--- config.mk ---
export PLATFORM = sky130hd
export DESIGN_NAME = instr_fetch_cache_flat
export DESIGN_NICKNAME = d
export VERILOG_FILES = /design/src/rtl/instr_fetch_cache_if.sv /design/src/rtl/instr_fetch_cache.sv /design/src/flat_wrapper.sv
export SDC_FILE = /design/constraint.sdc
export NUM_CORES = 2
export LEC_CHECK = 0
export CORE_MARGIN = 2
export CORE_UTILIZATION = 34
export CTS_BUF_LIST = sky130_fd_sc_hd__clkbuf_4
export CTS_CLUSTER_SIZE = 8
export DETAILED_ROUTE_END_ITERATION = 16
export GPL_ROUTABILITY_DRIVEN = 0
export GPL_TIMING_DRIVEN = 0
export SYNTH_ARGS = -nofsm -noshare
export SYNTH_HDL_FRONTEND = slang
export SYNTH_SLANG_ARGS = --single-unit
--- constraint.sdc ---
create_clock -name clk -period 7.9 [get_ports clk]
set_input_delay 1.58 -clock clk [delete_from_list [all_inputs] [get_ports clk]]
set_output_delay 1.58 -clock clk [all_outputs]
set_load 0.005 [all_outputs]
--- src/rtl/instr_fetch_cache_if.sv ---
// Memory-bus bundle between the instruction cache (master) and the bus (slave).
interface instr_fetch_cache_if #(
  parameter int unsigned ADDR_W = 32,
  parameter int unsigned DATA_W = 32
);
  logic [ADDR_W-1:0] addr;
  logic [DATA_W-1:0] data;
  logic              we;
  logic              start;
  logic [DATA_W-1:0] q;
  logic              done;

  modport master (output addr, data, we, start, input q, done);
  modport slave  (input addr, data, we, start, output q, done);
endinterface

--- src/rtl/instr_fetch_cache.sv ---
// instr_fetch_cache: direct-mapped, one-word-per-line instruction cache between
// the fetch stage and the memory bus. Hits return in the same cycle; misses run
// one bus read, fill the line and forward the word on the bus_done cycle.
// Optional hit/miss counters are built when ICACHE_PERF_EN is defined.
module instr_fetch_cache #(
  parameter int unsigned ADDR_W = 32,
  parameter int unsigned DATA_W = 32,
  parameter int unsigned DEPTH  = 64,
  localparam int unsigned IDX_W = $clog2(DEPTH)
) (
  input  logic              clk,
  input  logic              reset,
  input  logic [ADDR_W-1:0] addr,
  output logic              hit,
  output logic [DATA_W-1:0] q,
  input  logic              clear,
  input  logic              hold,
  input  logic              invalidate,
  instr_fetch_cache_if.master bus
`ifdef ICACHE_PERF_EN
  ,
  output logic [31:0]       perf_hits,
  output logic [31:0]       perf_misses
`endif
);

  localparam int unsigned TAG_W = ADDR_W - IDX_W;

  typedef enum logic [1:0] {
    S_IDLE    = 2'd0,
    S_FILL    = 2'd1,
    S_DISCARD = 2'd2
  } state_t;

  state_t            state, state_n;
  logic [DEPTH-1:0]  valid;
  logic [TAG_W-1:0]  tag_mem  [DEPTH];
  logic [DATA_W-1:0] data_mem [DEPTH];
  logic [ADDR_W-1:0] fill_addr;
  logic              kill;
  logic              hold_hit;
  logic [DATA_W-1:0] hold_q;

  logic [IDX_W-1:0]  idx, fill_idx;
  logic [TAG_W-1:0]  tag, fill_tag;
  logic              lookup_hit;
  logic              fill_start;
  logic              line_we;
  logic              hit_c;
  logic [DATA_W-1:0] q_c;

  assign idx      = addr[IDX_W-1:0];
  assign tag      = addr[ADDR_W-1:IDX_W];
  assign fill_idx = fill_addr[IDX_W-1:0];
  assign fill_tag = fill_addr[ADDR_W-1:IDX_W];

  assign lookup_hit = valid[idx] && (tag_mem[idx] == tag) && !clear && (state == S_IDLE);

  assign bus.addr  = fill_addr;
  assign bus.data  = '0;
  assign bus.we    = 1'b0;
  assign bus.start = (state == S_FILL);

  assign hit = hit_c;
  assign q   = q_c;

  // Next-state, fetch response and fill/write strobes.
  always_comb begin
    state_n    = state;
    hit_c      = 1'b0;
    q_c        = '0;
    fill_start = 1'b0;
    line_we    = 1'b0;
    case (state)
      S_IDLE: begin
        if (hold && !clear) begin
          hit_c = hold_hit;
          q_c   = hold_q;
        end else if (lookup_hit) begin
          hit_c = 1'b1;
          q_c   = data_mem[idx];
        end else if (!clear) begin
          fill_start = 1'b1;
          state_n    = S_FILL;
        end
      end
      S_FILL: begin
        if (bus.done) begin
          state_n = S_IDLE;
          line_we = !kill && !invalidate;
          if ((addr == fill_addr) && !clear && !hold && !kill && !invalidate) begin
            hit_c = 1'b1;
            q_c   = bus.q;
          end
        end else if (clear) begin
          state_n = S_DISCARD;
        end
      end
      S_DISCARD: begin
        if (bus.done) state_n = S_IDLE;
      end
      default: state_n = S_IDLE;
    endcase
  end

  // State register, valid bits, fill address and kill flag.
  always_ff @(posedge clk or posedge reset) begin
    if (reset) begin
      state     <= S_IDLE;
      valid     <= '0;
      fill_addr <= '0;
      kill      <= 1'b0;
    end else begin
      state <= state_n;
      if (invalidate) valid <= '0;
      else if (line_we) valid[fill_idx] <= 1'b1;
      if (fill_start) fill_addr <= addr;
      if (state_n == S_IDLE) kill <= 1'b0;
      else if ((state == S_FILL) && invalidate) kill <= 1'b1;
    end
  end

  // Last presented response, replayed while the pipeline is stalled.
  always_ff @(posedge clk or posedge reset) begin
    if (reset) begin
      hold_hit <= 1'b0;
      hold_q   <= '0;
    end else if (clear) begin
      hold_hit <= 1'b0;
      hold_q   <= '0;
    end else if (!hold) begin
      hold_hit <= hit_c;
      hold_q   <= q_c;
    end
  end

  // Tag/data arrays; contents are don't-care until the valid bit is set.
  always_ff @(posedge clk) begin
    if (line_we) begin
      tag_mem[fill_idx]  <= fill_tag;
      data_mem[fill_idx] <= bus.q;
    end
  end

`ifdef ICACHE_PERF_EN
  // Saturating hit/miss counters.
  always_ff @(posedge clk or posedge reset) begin
    if (reset) begin
      perf_hits   <= '0;
      perf_misses <= '0;
    end else begin
      if (lookup_hit && !hold && (perf_hits != 32'hFFFF_FFFF))
        perf_hits <= perf_hits + 32'd1;
      if (fill_start && (perf_misses != 32'hFFFF_FFFF))
        perf_misses <= perf_misses + 32'd1;
    end
  end
`endif

endmodule
--- src/flat_wrapper.sv ---
// flat-port wrapper written by rule: the top's interface ports become plain ports
module instr_fetch_cache_flat 
#(
  parameter int unsigned ADDR_W = 32,
  parameter int unsigned DATA_W = 32,
  parameter int unsigned DEPTH  = 64,
  localparam int unsigned IDX_W = $clog2(DEPTH)
)
  (clk, reset, addr, hit, q, clear, hold, invalidate, bus_addr, bus_data, bus_we, bus_start, bus_q, bus_done);
  instr_fetch_cache_if #(.ADDR_W(ADDR_W), .DATA_W(DATA_W)) bus_i ();
  input  logic clk;
  input  logic reset;
  input  logic [ADDR_W-1:0] addr;
  output logic hit;
  output logic [DATA_W-1:0] q;
  input  logic clear;
  input  logic hold;
  input  logic invalidate;
  output wire logic [$bits(bus_i.addr)-1:0] bus_addr;
  output wire logic [$bits(bus_i.data)-1:0] bus_data;
  output wire logic [$bits(bus_i.we)-1:0] bus_we;
  output wire logic [$bits(bus_i.start)-1:0] bus_start;
  input wire logic [$bits(bus_i.q)-1:0] bus_q;
  input wire logic [$bits(bus_i.done)-1:0] bus_done;
  assign bus_addr = bus_i.addr;
  assign bus_data = bus_i.data;
  assign bus_we = bus_i.we;
  assign bus_start = bus_i.start;
  assign bus_i.q = bus_q;
  assign bus_i.done = bus_done;
  instr_fetch_cache #(.ADDR_W(ADDR_W), .DATA_W(DATA_W), .DEPTH(DEPTH)) u_core (.clk(clk), .reset(reset), .addr(addr), .hit(hit), .q(q), .clear(clear), .hold(hold), .invalidate(invalidate), .bus(bus_i));
endmodule
==> impl_results.md <==
* Synth Instances at 6813
* Outcome: complete, but fails checks
* Failing checks: design-rule violations, negative setup slack
* Area contributors post-synth: edfxtp_1, mux4_2, dfrtp_1
* Most frequent cell after synthesis: edfxtp_1
* DIE HEIGHT at 666 um
* Clk Latency, worst-skew pair at 1.58 ns
* Setup violators final at 22
* Hold Fails Final Rpt at 0
* Crit end category: output pin
* Pwr/cell area at 234 nW/um^2
* Largest net degree at the start of global routing at 80
* Clock root cell: clkbuf_4
* Post-route DRC at 2
* CP required at 6.32 ns
* Critical path class: in -> out
* Final Cycle Share at 103%
* Min Tclk post-route at 8.13 ns
* Die width at 666 um
* Core box area at 437000 um^2
* Buffer levels on the longest clock path at 4
* Area grow syn2layout at 21.3%
* Worst Path Arrival at 6.55 ns
* Fin nets at 8356
* Average size of a mapped cell at 21.9 um^2
* Hold Buf Count CTS at 0
* Clk sink count at 3844
* First-pass GRT wire length at 723 mm
* Initial core utilization at 34.1%
* CTS buffer count at 871
* Total GRT Usage at 24.0%
* Synth unique cells at 75
* RSZ-0062 raised after global routing: true
* Clock transition at the registers of the reported paths at 0.07 ns
* Worst-path fanout max at 10
* Register bit total from synthesis at 3844
* Global route overflow at 0
* Total Wirelength at 545 mm
* Setup ws final at -0.234 ns
* Top-area cell type share of the netlist area at 74.8%
* Number of global-route vias before repair at 84546
* Fmax at 123 MHz
* DP HPWL at 362 mm
* Rows at 243
* Final Skew at 0.152 ns
* Final Max Tran Viols at 0
* TritonCTS clock tree: built
* Max VDD drop at 0.149 mV
* IO Pins at 169
* WL/cell at 37.0 um
* Pre-Repair DR Iteration Count at 14
* Asr flop ratio synth at 3.43%
* Primary FF master, synth: edfxtp_1
* Fraction of final layout cells with drive strength greater than 1 at 38.5%
* Initial drt markers at 15700
* Worst rel slew slack at 9.66%
* Initial antenna violation count at 44
* Register area share after synthesis at 77.0%
* Hold Path Class: in -> reg
* CTS H-tree lvls at 6
* Final total power at 42.4 mW
* Port Buf Inserts at 131
* Max Cap Viol at 0
* Worst-Margin Slew at 1.36 ns
* Crit start category: primary input
* Count of warnings emitted by yosys at 0
* Vias per inst at 5.92
* Die footprint at 444000 um^2
* Fin util at 41.3%
* Commonest cells in the synthesized netlist: edfxtp_1, mux4_2, mux2i_1, nor2_1, nand2_1
* Biggest area consumer among synthesized cells: edfxtp_1
* Final ANT Viol Nets at 0
* Synth Cell Area at 149000 um^2
* Leakage power figure at 59.2 nW
* EDFF count, synth at 3712
* Via count at 87135
[where the power goes]
group	leakage (nW)	total (mW)	switching [mW]	internal, mW
sequential	35.1	23.1	0.197	22.9
combinational	17.5	3.59	2.36	1.23
clock	6.53	15.6	7.87	7.76
[sequential cells by signal (all words and copies together) (netlist names)]
name / count
u_core.tag_mem: 1664
u_core.hold_q: 32
u_core.data_mem: 2048
u_core.valid: 64
u_core.hold_hit: 1
u_core.state: 2
u_core.bus.addr: 32
u_core.kill: 1
[worst max-delay path, stage by stage]
cell and delay [ns]:
buf_8 0.14, buf_12 0.14, buf_6 0.25, buf_12 0.24
buf_8 0.26, mux4_2 0.35, nand3_1 0.15, and3_1 0.18
nand4_1 0.24, xnor2_1 0.33, o211ai_1 0.14, or4_4 0.62
buf_4 0.20, or4_4 0.68, buf_6 0.22, o21ai_4 0.20
clkdlybuf4s50_1 0.54
[final cells by class]
cell class | count | area, um^2
diodes | 19 | 47.5
plain buffers | 402 | 4580
clock buffers | 1269 | 9530
clock inverters | 271 | 1430
fillers | 37926 | 256000
inverters | 15 | 63.8
multi-input cells | 2574 | 33700
flip-flops and latches | 3844 | 115000
well taps | 5757 | 7200
repair buffers | 578 | 9420
[what timing repair did]
item | 4_1_cts | 5_1_grt
buffers inserted | 69 | 42
gates cloned | 2 | 0
setup endpoints to repair | 42 | 33
gates resized for setup | 933 | 71
pin swaps | 32 | 21
[per-stage QoR]
stage	std cells	hold WS [ns]	setup TNS (ns)	cell area (um^2)	setup WS (ns)
after global placement	12733	0.473	-	158000	-4.95
final	14729	0.473	-2.01	181000	-0.234
after global routing	14718	0.381	-0.484	181000	-0.136
after CTS	14668	0.352	-0.00173	180000	-0.00173
after detailed placement	13067	0.484	-196.12	165000	-4.03
after floorplan	6845	0.461	0	149000	1.26
[metal layers]
metal	part of all wire [%]	GRT usage [%]	wire (um)
met1	34	29.4	184000
met2	45	37.0	248000
met3	13	7.34	72400
met4	7.5	15.1	40700
met5	0.063	0	343
[worst paths after layout]
path | startpoint | slack (ns) | cells past startpoint | end
max in group asynchronous | reset | 6.13 | 3 | u_core.hold_q[5]
setup reg to reg | u_core.tag_mem[7][6] | 2.61 | 13 | u_core.bus.addr[4]
hold / removal | bus_q[19] | 0.47 | 1 | u_core.data_mem[54][19]
min in group asynchronous | reset | 0.83 | 2 | u_core.valid[47]
setup / recovery | addr[1] | -0.23 | 17 | q[9]
hold reg to reg | u_core.valid[6] | 0.50 | 2 | u_core.valid[6]
[cell families (layout without fill, tap and decap cells)]
kind of cell	after synthesis	in the layout	synth area share (%)
xor+xnor	47	47	0.276
other cells	1	52	0.00252
simple gates	687	687	2.13
mux	1325	1325	16.8
flops	3844	3844	77.0
compound gates	482	482	2.24
buf+inv	427	2535	1.54
[cells in the final DEF, fill, tap and decap left out, drive strengths merged, types with 11 or more instances in the layout]
master         instances
edfxtp              3712
mux2i                324
clkdlybuf4s50         77
nor2b                 23
nand2                207
a211oi                12
bufinv                13
dfrtp                132
o21ba                 12
inv                   34
diode                 19
a22oi                184
o21ai                 81
o22ai                 53
xor2                  15
nand4                 30
xnor2                 32
nand3                101
conb                  33
nor4                  11
buf                  727
clkinv               234
a21oi                 52
dlymetal6s2s          13
o31ai                 11
nor2                 224
a221oi                20
nand2b                11
clkbuf              1422
mux4                 938
mux2                  63
No activity file was read; power rests on OpenSTA's default activity.
